--- src/rtl/mdio_pkg.sv ---
// Shared MDIO Clause-22 definitions: FSM states, frame codes, header field positions.
// Used by the target, its edge detector and benches.
package mdio_pkg;

  typedef enum logic [2:0] {
    IDLE,
    HEADER,
    TA,
    WDATA,
    RDATA,
    DISCARD
  } state_t;

  localparam logic [1:0] ST_CODE  = 2'b01;
  localparam logic [1:0] OP_WRITE = 2'b01;
  localparam logic [1:0] OP_READ  = 2'b10;

  // bit_cnt values (1-based) at the last header, TA and frame bit
  localparam logic [5:0] HDR_BITS   = 6'd14;
  localparam logic [5:0] TA_LAST    = 6'd16;
  localparam logic [5:0] FRAME_BITS = 6'd32;

  // positions inside the 14-bit header word, MSB first on the wire
  localparam int HDR_W   = 14;
  localparam int ST_MSB  = 13;
  localparam int OP_MSB  = 11;
  localparam int PHY_MSB = 9;
  localparam int REG_MSB = 4;

  function automatic logic frame_ok(
    input logic [1:0] st,
    input logic [1:0] op
  );
    return (st == ST_CODE) &&
           (op == OP_WRITE || op == OP_READ);
  endfunction

endpackage

--- src/rtl/mdio_edge_det.sv ---
// Registers mdc into the clk domain and emits one-clk rise/fall pulses.
// Ports: i_clk, i_rst (async high), i_mdc in; o_rise, o_fall out.
module mdio_edge_det #(
  parameter int MIN_HALF = 2
) (
  input  logic i_clk,
  input  logic i_rst,
  input  logic i_mdc,
  output logic o_rise,
  output logic o_fall
);

  logic r_mdc_q;

  always_ff @(posedge i_clk or posedge i_rst) begin
    if (i_rst) r_mdc_q <= 1'b0;
    else       r_mdc_q <= i_mdc;
  end

  assign o_rise = i_mdc & ~r_mdc_q;
  assign o_fall = ~i_mdc & r_mdc_q;

  // mdc must sit in each level for at least MIN_HALF clk samples
  a_high_min: assert property (@(posedge i_clk) disable iff (i_rst)
    o_fall |-> $past(i_mdc, MIN_HALF));
  a_low_min: assert property (@(posedge i_clk) disable iff (i_rst)
    o_rise |-> !$past(i_mdc, MIN_HALF));

endmodule

--- src/rtl/mdio_target.sv ---
// MDIO Clause-22 PHY-side target: decodes frames, strobes an external 32x16
// register bank and serialises read data back on mdio_in.
// Ports: clk, reset (async high), mdc, mdio_oe, mdio_out, mem_rd_data in;
// mdio_in, mem_addr, mem_wr_data, mem_write, mem_read, frame_err, busy out.
// Define MDIO_PHYADDR_FILTER_EN to drop frames whose PHYADR != PHY_ADDR.
module mdio_target
  import mdio_pkg::*;
#(
  parameter logic [4:0] PHY_ADDR     = 5'd1,
  parameter int         MDC_MIN_HALF = 2
) (
  input  logic        clk,
  input  logic        reset,
  input  logic        mdc,
  input  logic        mdio_oe,
  input  logic        mdio_out,
  output logic        mdio_in,
  output logic [4:0]  mem_addr,
  output logic [15:0] mem_wr_data,
  output logic        mem_write,
  output logic        mem_read,
  input  logic [15:0] mem_rd_data,
  output logic        frame_err,
  output logic        busy
);

`ifdef MDIO_PHYADDR_FILTER_EN
  localparam bit FILTER_EN = 1'b1;
`else
  localparam bit FILTER_EN = 1'b0;
`endif

  state_t            r_state, w_next;
  logic [5:0]        r_bit_cnt;
  logic [HDR_W-2:0]  r_hdr;
  logic [15:0]       r_tx_sr;
  logic              r_is_read;
  logic              r_rd_cap;

  logic              w_rise, w_fall;
  logic [HDR_W-1:0]  w_hdr;
  logic [1:0]        w_st, w_op;
  logic [4:0]        w_phy, w_reg;
  logic              w_phy_ok;
  logic              w_hdr_end, w_ta_end, w_last;
  logic              w_err;

  mdio_edge_det #(
    .MIN_HALF (MDC_MIN_HALF)
  ) u_edge (
    .i_clk  (clk),
    .i_rst  (reset),
    .i_mdc  (mdc),
    .o_rise (w_rise),
    .o_fall (w_fall)
  );

  // header including the bit arriving on this rise
  assign w_hdr = {r_hdr, mdio_out};
  assign w_st  = w_hdr[ST_MSB -: 2];
  assign w_op  = w_hdr[OP_MSB -: 2];
  assign w_phy = w_hdr[PHY_MSB -: 5];
  assign w_reg = w_hdr[REG_MSB -: 5];

  assign w_phy_ok  = !FILTER_EN || (w_phy == PHY_ADDR);
  assign w_hdr_end = w_rise && (r_bit_cnt == HDR_BITS - 6'd1);
  assign w_ta_end  = w_rise && (r_bit_cnt == TA_LAST - 6'd1);
  assign w_last    = w_rise && (r_bit_cnt == FRAME_BITS - 6'd1);

  assign busy = (r_state != IDLE);

  always_ff @(posedge clk or posedge reset) begin
    if (reset) r_state <= IDLE;
    else       r_state <= w_next;
  end

  always_comb begin
    w_next = r_state;
    w_err  = 1'b0;
    unique case (r_state)
      IDLE: begin
        if (w_rise && mdio_oe) w_next = HEADER;
      end
      HEADER: begin
        if (!mdio_oe) begin
          w_next = IDLE;
          w_err  = 1'b1;
        end else if (w_hdr_end) begin
          if (!w_phy_ok) begin
            w_next = DISCARD;
          end else if (!frame_ok(w_st, w_op)) begin
            w_next = DISCARD;
            w_err  = 1'b1;
          end else begin
            w_next = TA;
          end
        end
      end
      TA: begin
        if (w_ta_end) w_next = r_is_read ? RDATA : WDATA;
      end
      WDATA: begin
        if (!mdio_oe) begin
          w_next = IDLE;
          w_err  = 1'b1;
        end else if (w_last) begin
          w_next = IDLE;
        end
      end
      RDATA, DISCARD: begin
        if (w_last) w_next = IDLE;
      end
      default: w_next = IDLE;
    endcase
  end

  always_ff @(posedge clk or posedge reset) begin
    if (reset) begin
      mdio_in     <= 1'b0;
      mem_addr    <= '0;
      mem_wr_data <= '0;
      mem_write   <= 1'b0;
      mem_read    <= 1'b0;
      frame_err   <= 1'b0;
      r_bit_cnt   <= '0;
      r_hdr       <= '0;
      r_tx_sr     <= '0;
      r_is_read   <= 1'b0;
      r_rd_cap    <= 1'b0;
    end else begin
      mem_write <= 1'b0;
      mem_read  <= 1'b0;
      frame_err <= w_err;
      // read data is valid the clk after the mem_read strobe
      r_rd_cap  <= mem_read;

      if (w_next == IDLE)
        r_bit_cnt <= '0;
      else if (w_rise)
        r_bit_cnt <= r_bit_cnt + 6'd1;

      if (w_rise && (r_state == IDLE || r_state == HEADER))
        r_hdr <= w_hdr[HDR_W-2:0];

      if (r_state == HEADER && w_next == TA) begin
        mem_addr  <= w_reg;
        r_is_read <= (w_op == OP_READ);
        mem_read  <= (w_op == OP_READ);
      end

      if (r_state == WDATA && w_rise && mdio_oe) begin
        mem_wr_data <= {mem_wr_data[14:0], mdio_out};
        mem_write   <= w_last;
      end

      if (w_fall) begin
        mdio_in <= (r_state == RDATA) ? r_tx_sr[15] : 1'b0;
        if (r_state == RDATA)
          r_tx_sr <= {r_tx_sr[14:0], 1'b0};
      end

      if (r_rd_cap) r_tx_sr <= mem_rd_data;
    end
  end

endmodule

--- config.mk ---
export PLATFORM = sky130hd
export DESIGN_NAME = mdio_target
export DESIGN_NICKNAME = d
export VERILOG_FILES = /design/src/rtl/mdio_pkg.sv /design/src/rtl/mdio_edge_det.sv /design/src/rtl/mdio_target.sv
export SDC_FILE = /design/constraint.sdc
export NUM_CORES = 1
export LEC_CHECK = 0
export ABC_CLOCK_PERIOD_IN_PS = 2300
export CORE_UTILIZATION = 36
export DETAILED_ROUTE_END_ITERATION = 8
export GPL_TIMING_DRIVEN = 0
export PLACE_DENSITY = 0.58
export SYNTH_ARGS = -nofsm -noshare
export SYNTH_HDL_FRONTEND = slang
export SYNTH_SLANG_ARGS = --single-unit
export TNS_END_PERCENT = 50
--- constraint.sdc ---
create_clock -name clk -period 2.3 [get_ports clk]
set_clock_uncertainty 0.2 [all_clocks]
set_input_delay 0.23 -clock clk [delete_from_list [all_inputs] [get_ports clk]]
set_output_delay 0.23 -clock clk [all_outputs]
set_load 0.03 [all_outputs]
======== Word level (Yosys, flattened, before mapping) ========
Cells that the tools add are included.
operators by class
  $add $sub $neg .......................... 1
  equality and inequality tests ........... 12
  mux-type cells .......................... 22
  bitwise gates (word level) .............. 4
  reduce and logical (&&, ||, !) cells .... 19
operator list
  cell                 count
  $mux 16              3
  $mux 3               8
  $pmux 3 s5           1
  $eq 6x4->1 const B   2
  $mux 6               2
  $eq 3x2->1 const B   3
  $logic_and 1x1->1    9
  $mux 1               7
  $add 6x1->6 const B  1
  $eq 3x3->1 const B   2
  $eq 6x5->1 const B   1
  $logic_not 3->1      2
  $reduce_bool 2->1    3
  $eq 2x1->1 const B   2
  $eq 3x1->1 const B   1
  $reduce_bool 3->1    1
  $and 1x1->1          2
  $eq 2x2->1 const B   1
  $logic_or 1x1->1     2
  $not 1->1            2
  $pmux 1 s2           1
  $reduce_and 2->1     1
  $reduce_or 2->1      1
word-level totals
  bits in registers ....................... 66
  output and inout bits ................... 26
  logic and storage cells ................. 71

======== Logic depth before layout (Yosys ltp) ========
Gate-level depths: netlist (run 1).
  depth in word-level cells ............... 10
  gate-level depth with buffers ........... 6
  depth with buffers taken out ............ 6

======== By module ========
Synthesis (run 1) repeated with hierarchy kept, for this count alone.
second synthesis, totals
  cells, all modules ...................... 230
  area total of the unflattened synthesis .. 2892.8 µm²
modules (own cells, without submodules)
  module         instances  cells each  area an instance (µm²)  seq. area each (µm²)
  mdio_target    1          226         2849.0                  1626.6
  mdio_edge_det  1          4           43.8                    25.0

======== Least setup slack after synthesis (run 1) ========
No wires, ideal clock.
  path kind ............................... reg2reg
  start ................................... register u_edge.r_mdc_q
  end ..................................... register mem_wr_data[1]
  library setup time ...................... 0.125 ns
  arrival ................................. 1.511 ns
  required time ........................... 1.975 ns
  setup slack ............................. 0.464 ns
  stages on the path, launching flop included .. 6
  path buffers ............................ 2
  clock period less this slack ............ 1.836 ns
  cells stage by stage .................... dfrtp_1 -> and2b_4 -> and4_1 -> buf_2 -> buf_6 -> mux2_2
between the ends
  cells in the longest elaborated chain, start to end .. 4
RTL lines
  item                            line                 source
  from (decl)                     mdio_edge_det.sv:13  logic r_mdc_q;
  from (signal assigned)          mdio_edge_det.sv:17  else r_mdc_q <= i_mdc;
  $not 1->1                       mdio_edge_det.sv:20  assign o_rise = i_mdc & ~r_mdc_q;
  $and 1x1->1                     mdio_edge_det.sv:20
  $logic_and 1x1->1 (2 in a row)  mdio_target.sv:151   if (r_state == WDATA && w_rise && mdio_oe) begin
  to (signal assigned)            mdio_target.sv:152   mem_wr_data <= {mem_wr_data[14:0], mdio_out};
  to (decl)                       mdio_target.sv:19    output logic [15:0] mem_wr_data,
Every way passes these cells.
A chain may end at the register's enable or synchronous reset.

======== Worst setup path in the final report (run 1) ========
  start ................................... register r_bit_cnt[0]
  end ..................................... register r_bit_cnt[5]
between the ends
  cells in the longest elaborated chain, start to end .. 7
RTL lines
  item                                         line                                                       source
  from (decl)                                  mdio_target.sv:34                                          logic [5:0] r_bit_cnt;
  from (signal assigned)                       mdio_target.sv:140                                         r_bit_cnt <= r_bit_cnt + 6'd1;
  $eq 6x5->1 or $eq 6x4->1 (tied branches)     mdio_target.sv:68, mdio_target.sv:66
  $logic_and 1x1->1, on equally long branches  mdio_target.sv:68, mdio_target.sv:66
  $mux 3, on equally long branches             mdio_target.sv:106, mdio_target.sv:111, mdio_target.sv:88
  $mux 3, on equally long branches             mdio_target.sv:103, mdio_target.sv:85
  $pmux 3 s5                                   mdio_target.sv:80                                          unique case (r_state)
  $logic_not 3->1                              mdio_target.sv:137                                         if (w_next == IDLE)
  $mux 6 or $reduce_bool 2->1 (tied branches)  -
Several ways; a longest one is shown, not always the timed one. The select of a mux whose other input is x is not followed.

==> results.cfg, run 1 <==
[outcome]
status = completed

[die]
ios = 47
dieArea_mm2 = 0.008543
dieWidth_um = 92.43
core_mm2 = 0.007807
rows = 32
start_util = 0.3771
die_h_um = 92.43

[synthesis]
ys_ff_latch = 66
async_flop_share = 1.000
synth.yosys.warnings = 0
synth_fa_ha_area_frac = 0.01275
synth_edf_count = 0
synthSimpleGateAreaFrac = 0.1224
netlist_instances = 230
avgSynthCellArea_um2 = 12.80
netlist-cell-type-count = 45
synth_xor_xnor_area_share = 0.01190
synth.most_common_cell = dfrtp_1
synthMuxAreaShare = 0.1772
synth_compound_area_frac = 0.08585
synth_flop_cell = dfrtp_1
yosysSeqAreaShare = 0.5610
syn-num-nets = 254
synth_top_family_by_area = multiplexers
synth_top_area_share = 0.5610
synthTopCellsByArea = dfrtp_1 (56%), mux2_2 (9.9%), mux2i_1 (5.1%)
synth_commonest_cells = dfrtp_1 (66), mux2_2 (26), nand2_1 (26)
yosysTopAreaCell = dfrtp_1
synth_area_mm2 = 0.002944

[clock_network]
cts_sinks = 66
cts_inserted_buffers = 9
htreeDepth = 3
cts_resized = 0
cts.path.max_buffers = 2
clk_latency_ns = 0.33
root_buffer = clkbuf_8
cts_setup_buffers = 0
path_clk_slew_ns = 0.07
cts_tree = built
hold_buffers = 0

[setup_path]
path_cells = ha_1, and3b_1, nand2_1, a311oi_2, a22oi_1
cp.arrival_ns = 2.06
slowest_delay_ns = 0.53
path_class = flip-flop to flip-flop
cp-start-kind = flip-flop
setup.worst_path.end_class = flip-flop
crit_path_max_fanout = 6
critPathRequiredTime_ns = 2.29
critPathSlowestCell = a311oi_2

[timing]
setup_violations = 0
maxSlewHeadroom = 0.4725
rsz0062_at_grt = false
min_period_ns = 2.066
worst_slack_ns = 0.2337
min_period_over_period = 0.8984
hold_viol_final = 0
max_slew.worst_pin.slew_ns = 0.7913
max_freq_mhz = 484.0
slew_viol_final = 0

[route]
num_vias = 1883
m1WireLength_um = 2708
drt_first_pass_iters = 4
routed.top_layer = met4
avgRoutedWirePerCell_um = 13.61
drc_errors = 0
drt_iter0_markers = 86
wl_met3_um = 292
drt_wl_total_um = 5363
via_per_inst = 4.779
postRouteAntennaNets = 0
met2_length_um = 2321

[hold_path]
hold_class = flip-flop to flip-flop

[placed_design]
hpwl_um = 3637
io_buffers = 46
gp_congestion = 0.7497
pre_cts_ws_ns = -0.01526
placedInstanceArea_mm2 = 0.003535

[power_and_ir_drop]
ir_drop_uv = 432.5
leakage_nw = 1.662
p_total_mw = 2.674
p_per_area_mw_per_mm2 = 708.3

[cells_and_area]
stdcell_area_mm2 = 0.003775
final_util = 0.4835
antennaDiodeCount = 0
drive_gt1_frac = 0.2089
nets = 311
area_growth_pct = 28.22
n_fill_cell = 745

[grt]
grtUsageTotal = 0.1424
grt.overflow.total = 0
grt_pass1_wl_um = 9335
grt_pass1_vias = 1929
grt_max_degree = 67
antenna_found_initial = 0

[run]
cap_violations = 0
worst max-delay path: cells and delay by family (launching register included):
family	cells	cell delay [ns]
DFF	1	0.41
AOI/OAI and AO/OA	2	0.70
and+or+nand+nor	2	0.34
adders and majority gates	1	0.28
per-stage QoR:
step                std cells  setup TNS (ns)  hold WS [ns]
floorplan                 230               0       0.06143
global placement          378          -64.25        0.1688
detailed placement        378        -0.01526        0.1809
CTS                       394               0        0.1978
global route              394               0        0.2169
finish                    394               0        0.1837
placed cells by master (no fill, tap or decap), types with 2 or more instances in the layout:
cell type	n
a21oi_1	5
a221oi_2	2
a31oi_1	2
and4_1	2
and4b_1	2
buf_2	2
buf_4	2
buf_6	3
bufinv_16	2
clkbuf_1	3
clkbuf_8	12
clkdlybuf4s50_1	45
dfrtp_1	66
ha_1	3
inv_1	3
mux2_1	7
mux2_2	26
mux2i_1	15
nand2_1	26
nand2b_1	4
nand3_1	2
nor2_1	4
nor2b_1	2
nor3_1	2
o21ai_0	15
o21ai_1	6
or3_1	2
xor2_1	3
final timing paths:
path / end / slack [ns] / depth (start not counted) / start
min in group asynchronous: r_tx_sr[2]$_DFFE_PP0P_ / 0.21 / 2 / reset
max reg2reg: r_bit_cnt[5]$_DFFE_PP0P_ / 0.23 / 5 / r_bit_cnt[0]$_DFFE_PP0P_
max in group asynchronous: r_state[2]$_DFF_PP0_ / 1.18 / 2 / reset
min: r_rd_cap$_DFF_PP0_ / 0.18 / 0 / mem_read$_DFF_PP0_
max: r_bit_cnt[5]$_DFFE_PP0P_ / 0.23 / 5 / r_bit_cnt[0]$_DFFE_PP0P_
min reg2reg: r_rd_cap$_DFF_PP0_ / 0.18 / 0 / mem_read$_DFF_PP0_
where the power goes:
part	switching [mW]	total [mW]	internal, mW
combinational	0.103	0.235	0.132
sequential	0.0551	1.31	1.26
clock	0.430	1.13	0.697
total	0.588	2.67	2.09
kinds of logic after synthesis:
logic type      Yosys count
flops                    66
simple gates             58
mux                      48
compound gates           37
buf+inv                  14
xor+xnor                  4
fa+ha+maj                 3
metal layers:
layer,up-vias,track usage
li1,935,-
met1,901,0.1884
met2,43,0.2148
met3,4,0.03859
met4,0,0.07031
met5,-,0
flip-flops by register name, indices dropped and copies added, names as in the netlist:
register,count
mem_write,1
mem_read,1
frame_err,1
r_state,3
r_bit_cnt,6
u_edge.r_mdc_q,1
r_is_read,1
r_hdr,13
mem_addr,5
r_rd_cap,1
mem_wr_data,16
r_tx_sr,16
mdio_in,1
area by class of cell:
type	instances	area [µm²]	share of cell area
Clock inverter	4	72.57	0.01922
Inverter	4	17.52	0.004640
Buffer	10	70.07	0.01856
Sequential cell	66	1652	0.4375
Clock buffer	12	165.2	0.04375
Tap cell	102	127.6	0.03381
Timing Repair Buffer	46	462.9	0.1226
Multi-Input combinational cell	150	1207	0.3199
Power figures use the tool's default switching activity.
==> run 2, diff against run 1 <==
--- a/config.mk
+++ b/config.mk
@@ -6,10 +6,10 @@
 export NUM_CORES = 1
 export LEC_CHECK = 0
 export ABC_CLOCK_PERIOD_IN_PS = 2300
-export CORE_UTILIZATION = 36
+export CORE_UTILIZATION = 53
 export DETAILED_ROUTE_END_ITERATION = 8
-export GPL_TIMING_DRIVEN = 0
-export PLACE_DENSITY = 0.58
+export PLACE_DENSITY = 0.8
+export SKIP_LAST_GASP = 1
 export SYNTH_ARGS = -nofsm -noshare
 export SYNTH_HDL_FRONTEND = slang
 export SYNTH_SLANG_ARGS = --single-unit
==> run 2 against run 1 <==
Utilization up 23 points. Flip-flop and latch count stayed put. Wire length rose by 2.7%. Non-clock buffer count is 1 lower. Clock power down 7%. Hold slack worse by 0.14 ns. Via count is 4.0% higher. Final cell count is 8.4% lower. Sequential power hardly changed. Critical path type unchanged. Critical endpoint unchanged. Largest power group unchanged. Highest routed layer unchanged.
==> results.cfg, run 2 (synthesis gave the netlist of run 1 again) <==
[timing]
max_freq_mhz = 505.4
tns_ns = 0
hold_viol_final = 0
maxSlewHeadroom = 0.6545
whs_ns = 0.04155
slew_viol_final = 0
worst_slack_ns = 0.3214
min_period_ns = 1.979
max_slew.worst_pin.slew_ns = 0.5175
min_period_over_period = 0.8603
rsz0062_at_grt = false
setup_violations = 0

[power_and_ir_drop]
internal_power_mw = 2.004
leakage_nw = 1.661
p_per_area_mw_per_mm2 = 695.3
ir_drop_uv = 521.1
p_sw_uw = 605.3
power.share.sequential = 0.504
swShare = 0.2320
p_clk_frac = 0.401
power_frac_comb = 0.096

[clock_network]
cts_inserted_buffers = 9
cts.path.max_buffers = 2
cts_setup_buffers = 0
cts_sinks = 66
cts_tree = built
htreeDepth = 3
path_clk_slew_ns = 0.07
clk_latency_ns = 0.34
root_buffer = clkbuf_8

[route]
avgRoutedWirePerCell_um = 15.26
drt_iter0_markers = 104
via_per_inst = 5.427
drt_wl_total_um = 5508
postRouteAntennaNets = 0
drt_first_pass_iters = 4
num_vias = 1959
drc_errors = 0

[setup_path]
path_cells = and4b_1, a21oi_1, a311oi_4, a22oi_1
cp-start-kind = flip-flop
path_class = flip-flop to flip-flop
slowest_delay_ns = 0.45
crit_path_max_fanout = 8
critPathRequiredTime_ns = 2.30
cp_top_family = compound AO/OA/AOI/OAI gates
path_buf_inv = 0
reg2reg_depth = 4
crit_cells = 4
cp.arrival_ns = 1.98
critPathSlowestCell = and4b_1
setup.worst_path.end_class = flip-flop

[cells_and_area]
nets = 310
reg.largest.list = mem_wr_data x16, r_tx_sr x16, r_hdr x13
final_cell_mix = dfrtp_1 (66), clkdlybuf4s50_1 (45), mux2_2 (26), nand2_1 (26)
drive_gt1_frac = 0.2199
area_growth_pct = 27.45
final_cells = 361
final_common_cell = dfrtp_1
antennaDiodeCount = 0

[grt]
grt_pass1_vias = 2023
grt_max_degree = 33
antenna_found_initial = 0
grtUsageTotal = 0.2114
grt_pass1_wl_um = 9459
grt.overflow.total = 0

[hold_path]
hold_class = input pin to async pin

[die]
dieArea_mm2 = 0.005857
die_h_um = 76.53
core_mm2 = 0.005238
start_util = 0.5621
dieWidth_um = 76.53
rows = 26
ios = 47

[placed_design]
gp_congestion = 0.8563
io_buffers = 46
hpwl_um = 3818
pre_cts_ws_ns = 0.04781
place_inst = 345

[outcome]
status = completed

[run]
cap_violations = 0
run 2: path summary, 6_finish.rpt:
path,start,slack [ns],to
worst min-delay path,reset,0.04,mem_wr_data[7]$_DFFE_PP0P_
worst max-delay path,u_edge.r_mdc_q$_DFF_PP0_,0.32,r_bit_cnt[5]$_DFFE_PP0P_
max in group asynchronous,reset,1.28,r_tx_sr[10]$_DFFE_PP0P_
min in group clk,mem_read$_DFF_PP0_,0.17,r_rd_cap$_DFF_PP0_
worst max register to register,u_edge.r_mdc_q$_DFF_PP0_,0.32,r_bit_cnt[5]$_DFFE_PP0P_
worst min register to register,mem_read$_DFF_PP0_,0.17,r_rd_cap$_DFF_PP0_
run 2: through the flow:
stage               utilization  total power, mW  area (µm²)
finish                   0.7164            2.609        3752
global route             0.7164            2.726        3752
CTS                      0.7160            2.641        3750
detailed placement       0.6744            1.588        3532
global placement         0.6744            1.573        3532
floorplan                     -            1.486        2944
run 2: timing repair:
item / CTS / global route
endpoints found under the hold margin: 0 / 0
hold buffers: 0 / 0
setup endpoints to repair: 0 / 1
resized for setup: 0 / 1
run 2: per-layer routing:
layer / global-route usage / part of all wire / vias up / wire length [µm]
met5: 0 / 0 / - / 0
met4: 0.07692 / 0.014 / 0 / 79
li1: - / - / 935 / -
met1: 0.2550 / 0.43 / 967 / 2345
met2: 0.3550 / 0.51 / 49 / 2784
met3: 0.06707 / 0.054 / 8 / 298
run 2: power groups by stage:
stage          sequential [mW]  clock [mW]  combinational (mW)
2_1_floorplan             1.32           0               0.168
3_3_place_gp              1.33           0               0.243
3_5_place_dp              1.34           0               0.251
4_1_cts                   1.32        1.07               0.254
5_1_grt                   1.33        1.12               0.279
6_report                  1.31        1.05               0.249
run 2: area by class of cell:
class / instances / area [µm²]
fill: 389 / 1485
clock buffer: 9 / 123.9
tap: 70 / 87.58
timing repair buffer: 55 / 568.0
sequential: 66 / 1652
multi-input combinational: 150 / 1212
clock inverter: 7 / 93.84
inverter: 4 / 15.01
run 2: worst register-to-register path: cells and delay by family (launching register included):
kind	cells	cell delay, ns
and+or+nand+nor	1	0.45
AOI/OAI and AO/OA	3	0.75
DFF	1	0.44
==> run 3, diff against run 2 <==
--- a/config.mk
+++ b/config.mk
@@ -5,7 +5,6 @@
 export SDC_FILE = /design/constraint.sdc
 export NUM_CORES = 1
 export LEC_CHECK = 0
-export ABC_CLOCK_PERIOD_IN_PS = 2300
 export CORE_UTILIZATION = 53
 export DETAILED_ROUTE_END_ITERATION = 8
 export PLACE_DENSITY = 0.8
==> results of run 3 <==
The final DEF is identical to that of run 2; final timing and power are the same.
